File: src/rtl/conv_enc_pkg.sv
// rtl/conv_enc_pkg.sv - shared state type, generator constants and parity helper for the convolutional encoder
package conv_enc_pkg;

    typedef enum logic [1:0] {
        ST_IDLE,
        ST_DATA,
        ST_TAIL
    } enc_state_t;

    localparam int MAX_K = 9;

    // Generator j=0 occupies the LSBs of the packed vector
    localparam logic [5:0]  G_K3_R12 = {3'o5, 3'o7};
    localparam logic [11:0] G_K4_R13 = {4'o17, 4'o15, 4'o13};

    function automatic logic conv_parity(input logic [MAX_K-1:0] g, input logic [MAX_K-1:0] v);
        return ^(g & v);
    endfunction

endpackage

File: src/rtl/conv_enc_serializer.sv
// rtl/conv_enc_serializer.sv - N-bit load/shift output buffer with valid/ready and end-of-frame flag
module conv_enc_serializer #(
    parameter int N = 2
) (
    input  logic         clk_2,
    input  logic         reset,
    input  logic         load,
    input  logic [N-1:0] load_data,
    input  logic         load_last,
    output logic         out_valid,
    input  logic         out_ready,
    output logic         out_bit,
    output logic         out_last,
    output logic         word_done
);

    localparam int IW = (N > 1) ? $clog2(N) : 1;

    logic [N-1:0]  sr;
    logic [IW-1:0] idx;
    logic          frame_last;

    assign word_done = out_valid && out_ready && (idx == IW'(N-1));

    always_ff @(posedge clk_2 or negedge reset) begin
        if (!reset) begin
            sr         <= '0;
            idx        <= '0;
            frame_last <= 1'b0;
            out_valid  <= 1'b0;
            out_bit    <= 1'b0;
            out_last   <= 1'b0;
        end else if (load) begin
            // A load may coincide with the final-bit handshake; it wins so codewords run gap-free
            sr         <= load_data >> 1;
            out_bit    <= load_data[0];
            idx        <= '0;
            frame_last <= load_last;
            out_valid  <= 1'b1;
            out_last   <= 1'b0;
        end else if (out_valid && out_ready) begin
            if (idx == IW'(N-1)) begin
                idx        <= '0;
                frame_last <= 1'b0;
                out_valid  <= 1'b0;
                out_last   <= 1'b0;
            end else begin
                sr       <= sr >> 1;
                out_bit  <= sr[0];
                idx      <= idx + IW'(1);
                out_last <= frame_last && (idx == IW'(N-2));
            end
        end
    end

endmodule

File: src/rtl/conv_encoder_serial.sv
// rtl/conv_encoder_serial.sv - rate-1/N constraint-length-K convolutional encoder with serial code-bit output
module conv_encoder_serial
    import conv_enc_pkg::*;
#(
    parameter int             K    = 3,
    parameter int             N    = 2,
    parameter logic [N*K-1:0] G    = G_K3_R12,
    parameter bit             TAIL = 1'b1
) (
    input  logic clk_2,
    input  logic reset,
    input  logic in_valid,
    output logic in_ready,
    input  logic in_data,
    input  logic in_last,
    output logic out_valid,
    input  logic out_ready,
    output logic out_bit,
    output logic out_last,
    output logic busy
);

    localparam int SW = K - 1;

    enc_state_t    state;
    logic [SW-1:0] sreg;
    logic [3:0]    tail_cnt;
    logic          cur_last;
    logic          word_done;
    logic          accept;
    logic          d_eff;
    logic          load;
    logic          load_last;
    logic [K-1:0]  v;
    logic [N-1:0]  cw;

    assign in_ready = (state == ST_IDLE) || (state == ST_DATA && word_done && !cur_last);
    assign accept   = in_valid && in_ready;
    assign d_eff    = accept ? in_data : 1'b0;

    // v[K-1] is the incoming bit, v[0] the oldest register bit
    always_comb begin
        v      = '0;
        v[K-1] = d_eff;
        for (int i = 0; i < SW; i++) begin
            v[SW-1-i] = sreg[i];
        end
        cw = '0;
        for (int j = 0; j < N; j++) begin
            cw[j] = conv_parity(MAX_K'(G[j*K +: K]), MAX_K'(v));
        end
    end

    always_comb begin
        load      = 1'b0;
        load_last = 1'b0;
        case (state)
            ST_IDLE: begin
                load      = accept;
                load_last = in_last && !TAIL;
            end
            ST_DATA: begin
                if (word_done) begin
                    if (accept) begin
                        load      = 1'b1;
                        load_last = in_last && !TAIL;
                    end else if (cur_last && TAIL) begin
                        load      = 1'b1;
                        load_last = (K == 2);
                    end
                end
            end
            ST_TAIL: begin
                if (word_done && tail_cnt != 4'(K-2)) begin
                    load      = 1'b1;
                    load_last = (tail_cnt == 4'(K-3));
                end
            end
            default: ;
        endcase
    end

    always_ff @(posedge clk_2 or negedge reset) begin
        if (!reset) begin
            state    <= ST_IDLE;
            sreg     <= '0;
            tail_cnt <= '0;
            cur_last <= 1'b0;
            busy     <= 1'b0;
        end else begin
            if (accept) begin
                sreg     <= SW'({sreg, in_data});
                cur_last <= in_last;
            end else if (load) begin
                sreg <= SW'({sreg, 1'b0});
            end
            case (state)
                ST_IDLE: begin
                    if (accept) state <= ST_DATA;
                end
                ST_DATA: begin
                    if (word_done && !accept) begin
                        if (cur_last && TAIL) begin
                            state    <= ST_TAIL;
                            tail_cnt <= '0;
                        end else begin
                            state <= ST_IDLE;
                            // Unterminated frames still restart from the all-zero state
                            if (cur_last) sreg <= '0;
                        end
                    end
                end
                ST_TAIL: begin
                    if (word_done) begin
                        if (tail_cnt == 4'(K-2)) begin
                            state    <= ST_IDLE;
                            tail_cnt <= '0;
                        end else begin
                            tail_cnt <= tail_cnt + 4'd1;
                        end
                    end
                end
                default: state <= ST_IDLE;
            endcase
            if (accept) busy <= 1'b1;
            else if (out_valid && out_ready && out_last) busy <= 1'b0;
        end
    end

    conv_enc_serializer #(.N(N)) u_ser (
        .clk_2     (clk_2),
        .reset     (reset),
        .load      (load),
        .load_data (cw),
        .load_last (load_last),
        .out_valid (out_valid),
        .out_ready (out_ready),
        .out_bit   (out_bit),
        .out_last  (out_last),
        .word_done (word_done)
    );

endmodule

File: config.mk
export PLATFORM = sky130hd
export DESIGN_NAME = conv_encoder_serial
export DESIGN_NICKNAME = d
export VERILOG_FILES = /design/src/rtl/conv_enc_pkg.sv /design/src/rtl/conv_enc_serializer.sv /design/src/rtl/conv_encoder_serial.sv
export SDC_FILE = /design/constraint.sdc
export NUM_CORES = 1
export LEC_CHECK = 0
export BUFFER_PORTS_ARGS = -buffer_cell sky130_fd_sc_hd__buf_4
export CAP_MARGIN = 20
export CORE_MARGIN = 10
export CORE_UTILIZATION = 40
export CTS_CLUSTER_SIZE = 24
export DETAILED_ROUTE_END_ITERATION = 7
export HOLD_SLACK_MARGIN = 0.02
export SKIP_LAST_GASP = 1
export SLEW_MARGIN = 5
export SYNTH_ARGS = -nofsm -noshare
export SYNTH_HDL_FRONTEND = slang
export SYNTH_HIERARCHICAL = 1
export SYNTH_SLANG_ARGS = --single-unit
File: constraint.sdc
create_clock -name clk_2 -period 2.4 [get_ports clk_2]
set_input_delay 0.48 -clock clk_2 [delete_from_list [all_inputs] [get_ports clk_2]]
set_output_delay 0.48 -clock clk_2 [all_outputs]
set_load 0.02 [all_outputs]
==> results of run 1 <==
## metal layers
| layer | GRT usage, % | vias to the layer above |
|---|---|---|
| met5 | 0 | - |
| met4 | 4.10 | 0 |
| met3 | 3.85 | 2 |
| met2 | 12.3 | 21 |
| met1 | 9.82 | 326 |
| li1 | - | 333 |
## worst max-delay path, cell delays in order (launching register included)
cell      delay [ns]
dfrtp_1         0.48
and3_2          0.35
nand2b_1        0.15
a21oi_1         0.17
buf_4           0.16
## flip-flops by register name, summed over array words and instances, names as in the netlist
register and count:
cur_last 1, u_ser/out_bit 1, sreg 2, tail_cnt 4, state 2, u_ser/idx 1
u_ser/out_valid 1, u_ser/frame_last 1, u_ser/out_last 1, u_ser/sr 1, busy 1
## metrics by stage
step | utilization [%] | worst slack (ns) | total power, mW | instance area [sq um]
global route | 49.4 | 0.192 | 1.05 | 998
finish | 49.4 | 0.325 | 0.966 | 998
detailed placement | 48.3 | 0.527 | 0.836 | 976
floorplan | - | 0.369 | 0.733 | 881
global placement | 48.3 | 0.540 | 0.832 | 976
CTS | 49.4 | 0.302 | 0.980 | 998
## power by group through the flow
stage          Combinational (mW)  Sequential, mW  Clock, mW
6_report                    0.399           0.431      0.135
5_1_grt                     0.444           0.448      0.156
3_3_place_gp                0.398           0.434          0
4_1_cts                     0.402           0.430      0.148
3_5_place_dp                0.400           0.436          0
2_1_floorplan               0.318           0.415          0
## cell usage after synthesis (all sizes together)
library cell  number
dfrtp             16
a21oi             10
nand2              9
inv                4
mux2               4
nand2b             4
nand3b             4
a21o               3
buf                3
nor3               3
o21ai              3
and3               2
nand3              2
nor2               2
o22ai              2
xnor2              2
a211oi             1
a31oi              1
a41oi              1
and4b              1
clkbuf             1
mux2i              1
nand4b             1
nor2b              1
nor4b              1
o21bai             1
o32ai              1
or2                1
or3                1
xor2               1
## logic make-up after synthesis
kind of cell,after synthesis,share of synthesized area (%)
flops,16,45.5
xor+xnor,3,2.98
compound gates,23,17.6
buf+inv,8,4.12
simple gates,32,22.7
mux,5,7.10
## how the worst max path moves through the flow
stage / cells after the start / end
global placement: 5 / in_ready
floorplan: 6 / u_ser/out_bit
global route: 4 / in_ready
detailed placement: 6 / u_ser/out_bit
CTS: 4 / in_ready
finish: 4 / in_ready
## area by class of cell
class | count | area [sq um]
fillers | 192 | 1020
flip-flops and latches | 16 | 400
well taps | 27 | 33.8
inverters | 4 | 15.0
clock buffers | 3 | 22.5
repair buffers | 11 | 82.6
multi-input cells | 63 | 444
==> qor.txt, run 1 <==
Inserted Clock Buffers: 3
CTS tree: built
post-synth top area share: 45.5%
switch share: 37.1%
worst-margin pin slew: 0.446 ns
metal2 WL: 731 um
leading area contributor after synthesis: dfrtp_1
achievable clock frequency: 482 MHz
number of I/O port buffers: 10
worst path arrival time: 1.59 ns
initial core utilization: 43.6%
Remaining DRCs: 0
Final min period: 2.07 ns
unique cell type count in the Yosys netlist: 37
total core area: 0.00202 sq mm
clk root buf: clkbuf_4
top layer in use: met4
Psw: 0.358 mW
Mapped Nets: 93
internal power: 0.607 mW
via count: 682
Fin. Hold Viols: 0
layout cells sized above 1: 24.7%
unrepaired setup endpoints after global routing: false
ranking of synthesized cells by area: dfrtp_1 (45%), a21oi_1 (5.1%), nand2_1 (3.8%)
PwrDens: 967 mW/mm^2
hold_ws: 0.0388 ns
CP Max Fanout: 11
Final Wtd Congestion: 0.767
Seq pwr share: 44.7%
setup bufs post-CTS: 0
row cnt: 16
combinational share of power: 41.3%
largest net degree at the start of global routing: 17
max_slew headroom: 70.3%
status: finished clean
met1 wire length: 761 um
Post-CTS Resized: 0
Avg Cell Area, Syn: 10.1 sq um
routed len/inst: 13.2 um
Leakage: 0.454 nW
CP Class: reg2out
later-pin clock latency in the skew report: 0.28 ns
Mapped Area: 881 sq um
Reg2Reg Depth: 5
most frequent cells in the layout: dfrtp_1 (16), buf_4 (11), a21oi_1 (9), nand2_1 (9)
Die X: 66.9 um
CTS Hold Bufs: 0
max-slew violations: 0
fin cells: 124
Critical Path Source: u_ser/out_valid
htree depth: 1
RR Endpoint: u_ser/out_bit
DR pass1 iterations: 4
Total Nets Final: 105
initial antenna violation count: 0
initial drt markers: 46
met3 WL: 120 um
register bit total from synthesis: 16
register area share after synthesis: 45.5%
Setup TNS: 0 ns
MaxCap Viol Count: 0
commonest non-fill, non-tap cell in the layout: dfrtp_1
total die area: 0.00448 sq mm
clock group share of total power: 14.0%
Sinks on Clock Net: 16
startpoint types: flip-flop
maximum vdd drop: 0.406 mV
R2R Path Start: u_ser/out_valid
global-route wire length before repair: 2.89 mm
# diodes: 0
ANT nets after route: 0
dpl cells: 121
DR vias/cell: 5.50
# IOs: 11
Final period util: 86.5%
Die H: 66.9 um
CP Capture Type: output port
CTS Buffer Depth: 2
grt ovf: 0
HPWL Detailed: 1.20 mm
number of global-route vias before repair: 632
Mapped Cells: 87
Worst-path clk slew: 0.09 ns
yosys warns: 6
Total Wirelength: 1.64 mm
Final setup viols: 0
clk_skew: 0.00472 ns
Area Overhead vs Synth: 13.4%
gr usage total: 8.31%
flop2flop setup slack: 0.61 ns
CP required: 1.92 ns
HP Class: in2async
Note: power is estimated with default switching activity, not from simulation.
==> run 2: changes to the inputs <==
Settings changed: CORE_UTILIZATION 40 to 30, SYNTH_HIERARCHICAL 1 to default.
==> qor.txt, run 2 <==
Setup TNS: 0 ns
grt ovf: 0
# IOs: 11
routed len/inst: 14.2 um
MaxCap Viol Count: 0
htree depth: 1
main combinational cell family by area after synthesis: simple AND/OR/NAND/NOR gates
Leakage: 0.413 nW
later-pin clock latency in the skew report: 0.29 ns
register bit total from synthesis: 16
Area Overhead vs Synth: 16.8%
gr usage total: 6.83%
row cnt: 19
setup ws final: 0.510 ns
clk root buf: clkbuf_4
Inserted Clock Buffers: 3
CP Max Fanout: 5
initial drt markers: 37
Pwr Total: 0.999 mW
Psw: 0.368 mW
ANT nets after route: 0
DR vias/cell: 5.26
register area share after synthesis: 47.1%
top-count cell post-synth: dfrtp_1
most flop-heavy register: tail_cnt
layout cells sized above 1: 21.5%
Worst-path clk slew: 0.10 ns
Sinks on Clock Net: 16
mux cell area share after synthesis: 6.62%
number of global-route vias before repair: 609
Post-synth top flop: dfrtp_1
CP Capture Type: output port
leading area contributor after synthesis: dfrtp_1
most frequent cells in the layout: dfrtp_1 (16), buf_4 (10), nor2_1 (7), nand2_1 (6)
worst-margin pin slew: 0.424 ns
CTS tree: built
via count: 652
CP Class: reg2out
PwrDens: 1010 mW/mm^2
Avg Cell Area, Syn: 10.5 sq um
Reg2Reg Depth: 4
max-slew violations: 0
Total Nets Final: 100
Remaining DRCs: 0
Final Wtd Congestion: 0.811
unique cell type count in the Yosys netlist: 36
initial core utilization: 31.1%
clk_skew: 0.00336 ns
Die H: 73.3 um
commonest non-fill, non-tap cell in the layout: dfrtp_1
HP Start: in_last
Fin. Hold Viols: 0
Adder-Cell Fraction of Synth Area: 0%
fin cells: 124
most common library cells after synthesis: dfrtp_1 (16), nor2_1 (7), nand2_1 (6)
Total Wirelength: 1.77 mm
initial antenna violation count: 0
# diodes: 0
Synth Area in Compound Gates: 19.1%
number of I/O port buffers: 10
Largest register FFs: 4
yosys warns: 0
fillers: 266
unrepaired setup endpoints after global routing: false
switch share: 36.8%
total die area: 0.00537 sq mm
simple-gate area share of the yosys netlist: 20.0%
internal power: 0.631 mW
status: finished clean
Die X: 73.3 um
startpoint types: flip-flop
post-synth top area share: 47.1%
WHS Endpoint: cur_last
CTS Buffer Depth: 2
Mapped Area: 851 sq um
DR pass1 iterations: 4
largest registers: tail_cnt: 4 flops, sreg: 2 flops, state: 2 flops
achievable clock frequency: 529 MHz
HP Class: in2reg
HPWL Detailed: 1.27 mm
CP required: 1.92 ns
ranking of synthesized cells by area: dfrtp_1 (47%), mux2i_1 (3.5%), nor2_1 (3.1%)
Final min period: 1.89 ns
flop2flop setup slack: 0.61 ns
xor-xnor portion of the synthesized cell area: 4.71%
Mapped Nets: 87
Final period util: 78.7%
post-route cell area: 993 sq um
hold path cells: 2
worst path arrival time: 1.41 ns
Post-synth EDFFs: 0
clock group share of total power: 18.0%
total core area: 0.00273 sq mm
RR Endpoint: sreg[1]
largest net degree at the start of global routing: 17
maximum vdd drop: 0.621 mV
ys async rst share: 100%
max_slew headroom: 71.7%
Mapped Cells: 81
placed cell areas: 947 sq um
R2R Path Start: tail_cnt[1]
global-route wire length before repair: 2.89 mm
Final setup viols: 0
combinational share of power: 38.0%
dpl cells: 119
Seq pwr share: 44.0%
dpl ws: 0.620 ns
## run 2: worst max-delay path, stage by stage, from the launching register on
cell and delay [ns]:
dfrtp_1 0.44, nand4b_1 0.22, and2_1 0.21, nor2_1 0.10, buf_4 0.16
## run 2: through the flow
| step | hold slack (ns) | utilization, % |
|---|---|---|
| final | 0.421 | 36.3 |
| after global routing | 0.409 | 36.3 |
| after CTS | 0.0330 | 36.0 |
| after detailed placement | 0.352 | 34.6 |
| after global placement | 0.349 | 34.6 |
| after floorplan | 0.184 | - |
## run 2: logic make-up after synthesis
group                     Yosys count
and+or+nand+nor                    31
AOI/OAI and AO/OA                  22
DFF                                16
muxes                               5
buffers and inverters               4
xor gates and xnor gates            3
## run 2: what timing repair did
action,4_1_cts,5_1_grt
resized for setup,0,0
buffers inserted,0,0
hold buffers,0,1
endpoints found under the setup margin,0,0
endpoints found under the hold margin,0,7
## run 2: area by class of cell
| class | instances | area, sq um | area share (%) |
|---|---|---|---|
| inverter | 1 | 3.75 | 0.378 |
| sequential | 16 | 400 | 40.3 |
| multi-input combinational | 61 | 429 | 43.2 |
| timing repair buffer | 11 | 85.1 | 8.56 |
| tap | 31 | 38.8 | 3.90 |
| clock buffer | 4 | 36.3 | 3.65 |
## run 2: worst max path at each step
| stage | from | endpoint | slack [ns] | cells after the start |
|---|---|---|---|---|
| 6_report | cur_last | in_ready | 0.51 | 4 |
| 5_1_grt | cur_last | in_ready | 0.38 | 4 |
| 4_1_cts | cur_last | in_ready | 0.49 | 4 |
| 3_5_place_dp | out_ready | sreg[1] | 0.62 | 5 |
| 3_3_place_gp | tail_cnt[1] | sreg[1] | 0.64 | 4 |
| 2_1_floorplan | tail_cnt[1] | sreg[1] | 0.69 | 4 |
## run 2: power by group through the flow
| stage | clock [mW] | combinational, mW | sequential [mW] |
|---|---|---|---|
| after floorplan | 0 | 0.299 | 0.420 |
| after global placement | 0 | 0.380 | 0.443 |
| after detailed placement | 0 | 0.381 | 0.447 |
| after CTS | 0.185 | 0.384 | 0.440 |
| after global routing | 0.199 | 0.421 | 0.456 |
| final | 0.180 | 0.380 | 0.439 |
## run 2: routing by layer
layer  up-vias  global-route usage [%]  share of wire, %
met5         -                       0                 0
met4         0                    1.27              0.74
met3         2                    3.63               4.9
met2         8                    10.9                47
met1       317                    7.96                48
li1        325                       -                 -
==> run 3: changes to the inputs <==
Clock period 2.4 ns to 1.8 ns, I/O delays scaled along.
==> qor.txt, run 3 (same netlist as run 2, synthesis figures left out) <==
hold_ws: 0.303 ns
MaxCap Viol Count: 0
achievable clock frequency: 578 MHz
Total Nets Final: 106
initial antenna violation count: 0
# diodes: 0
Final period util: 96.1%
cell depth of the worst setup path: 4
CP top delay family: simple AND/OR/NAND/NOR gates
grt ovf: 0
HP Class: in2reg
setup ws final: 0.0695 ns
CP Class: reg2out
layout cells sized above 1: 29.3%
Final Wtd Congestion: 0.810
Reg2Reg Depth: 4
total die area: 0.00537 sq mm
CTS tree: built
max_slew headroom: 72.4%
Final min period: 1.73 ns
most flop-heavy register: tail_cnt
Worst-path clk slew: 0.09 ns
Pwr Total: 1.41 mW
Fin. Hold Viols: 0
CP Buf/Inv Count: 1
max-slew violations: 0
HPWL Detailed: 1.36 mm
Setup TNS: 0 ns
commonest non-fill, non-tap cell in the layout: buf_4
worst-margin pin slew: 0.415 ns
crit-path cells: nand4b_1, and2_4, nor2_1, buf_4
later-pin clock latency in the skew report: 0.29 ns
unrepaired setup endpoints after global routing: false
hold path cells: 2
clk_skew: 0.00646 ns
# IOs: 11
Leakage: 0.443 nW
Largest register FFs: 4
Inserted Clock Buffers: 3
largest net degree at the start of global routing: 17
worst path arrival time: 1.37 ns
htree depth: 1
Remaining DRCs: 0
DR pass1 iterations: 4
CP Capture Type: output port
Total Wirelength: 1.86 mm
routed len/inst: 14.3 um
CP Max Fanout: 5
maximum vdd drop: 0.848 mV
clk root buf: clkbuf_4
largest registers: tail_cnt: 4 flops, sreg: 2 flops, state: 2 flops
row cnt: 19
CP required: 1.44 ns
PwrDens: 1350 mW/mm^2
initial core utilization: 31.1%
CTS Buffer Depth: 2
ANT nets after route: 0
initial drt markers: 32
startpoint types: flip-flop
Sinks on Clock Net: 16
number of global-route vias before repair: 716
number of I/O port buffers: 10
Final setup viols: 0
max incr delay on CP: 0.42 ns
status: finished clean
Die H: 73.3 um
most frequent cells in the layout: buf_4 (16), dfrtp_1 (14), nor2_1 (7), nand2_1 (6)
gr usage total: 7.70%
global-route wire length before repair: 3.30 mm
Area Overhead vs Synth: 22.6%
Die X: 73.3 um
total core area: 0.00273 sq mm
DR vias/cell: 5.33
via count: 693
dpl ws: 0.0856 ns
cell at the slowest stage of the critical path: dfrtp_1
run 3: cell count changes in the layout (fill, tap and decap cells not counted):
cell,before,now
buf_4,10,16
dfrtp_1,16,14
dfrtp_2,0,2
and2_1,1,0
and2_4,0,1
run 3: worst paths after layout:
check | start | to | slack [ns]
setup / recovery | cur_last | in_ready | 0.07
hold / removal | in_last | cur_last | 0.30
setup reg to reg | tail_cnt[3] | sreg[1] | 0.09
hold reg to reg | busy | busy | 0.50
max in group asynchronous | reset | u_ser.idx | 1.15
min in group asynchronous | reset | sreg[1] | 0.46
run 3: what timing repair did:
item / in CTS / in global routing
endpoints found under the setup margin: 0 / 1
hold endpoints to repair: 16 / 0
resized for setup: 0 / 3
setup buffers: 0 / 2
hold buffers: 1 / 0
run 3: layout make-up:
type / instances / area (sq um)
clock buffers: 4 / 36.3
fillers: 280 / 1690
inverters: 1 / 3.75
multi-input cells: 61 / 432
flip-flops and latches: 16 / 403
well taps: 31 / 38.8
repair buffers: 17 / 130
run 3: where the power goes:
group,internal (mW),switching [mW],total (mW)
Clock,0.123,0.119,0.242
Sequential,0.457,0.122,0.579
Combinational,0.321,0.270,0.590
run 3: metal layers:
layer	global-route usage, %	part of all wire (%)	routed length (um)
met3	3.36	3.9	72
met4	2.53	1.6	29
met5	0	0	0
met1	9.03	47	876
met2	12.2	47	885
run 3: stage by stage:
stage          instance area, sq um  util (%)  instances
3_5_place_dp                    977      35.7        123
6_report                       1040      38.2        130
5_1_grt                        1040      38.2        130
4_1_cts                        1020      37.4        128
2_1_floorplan                   851         -         81
3_3_place_gp                    977      35.7        123
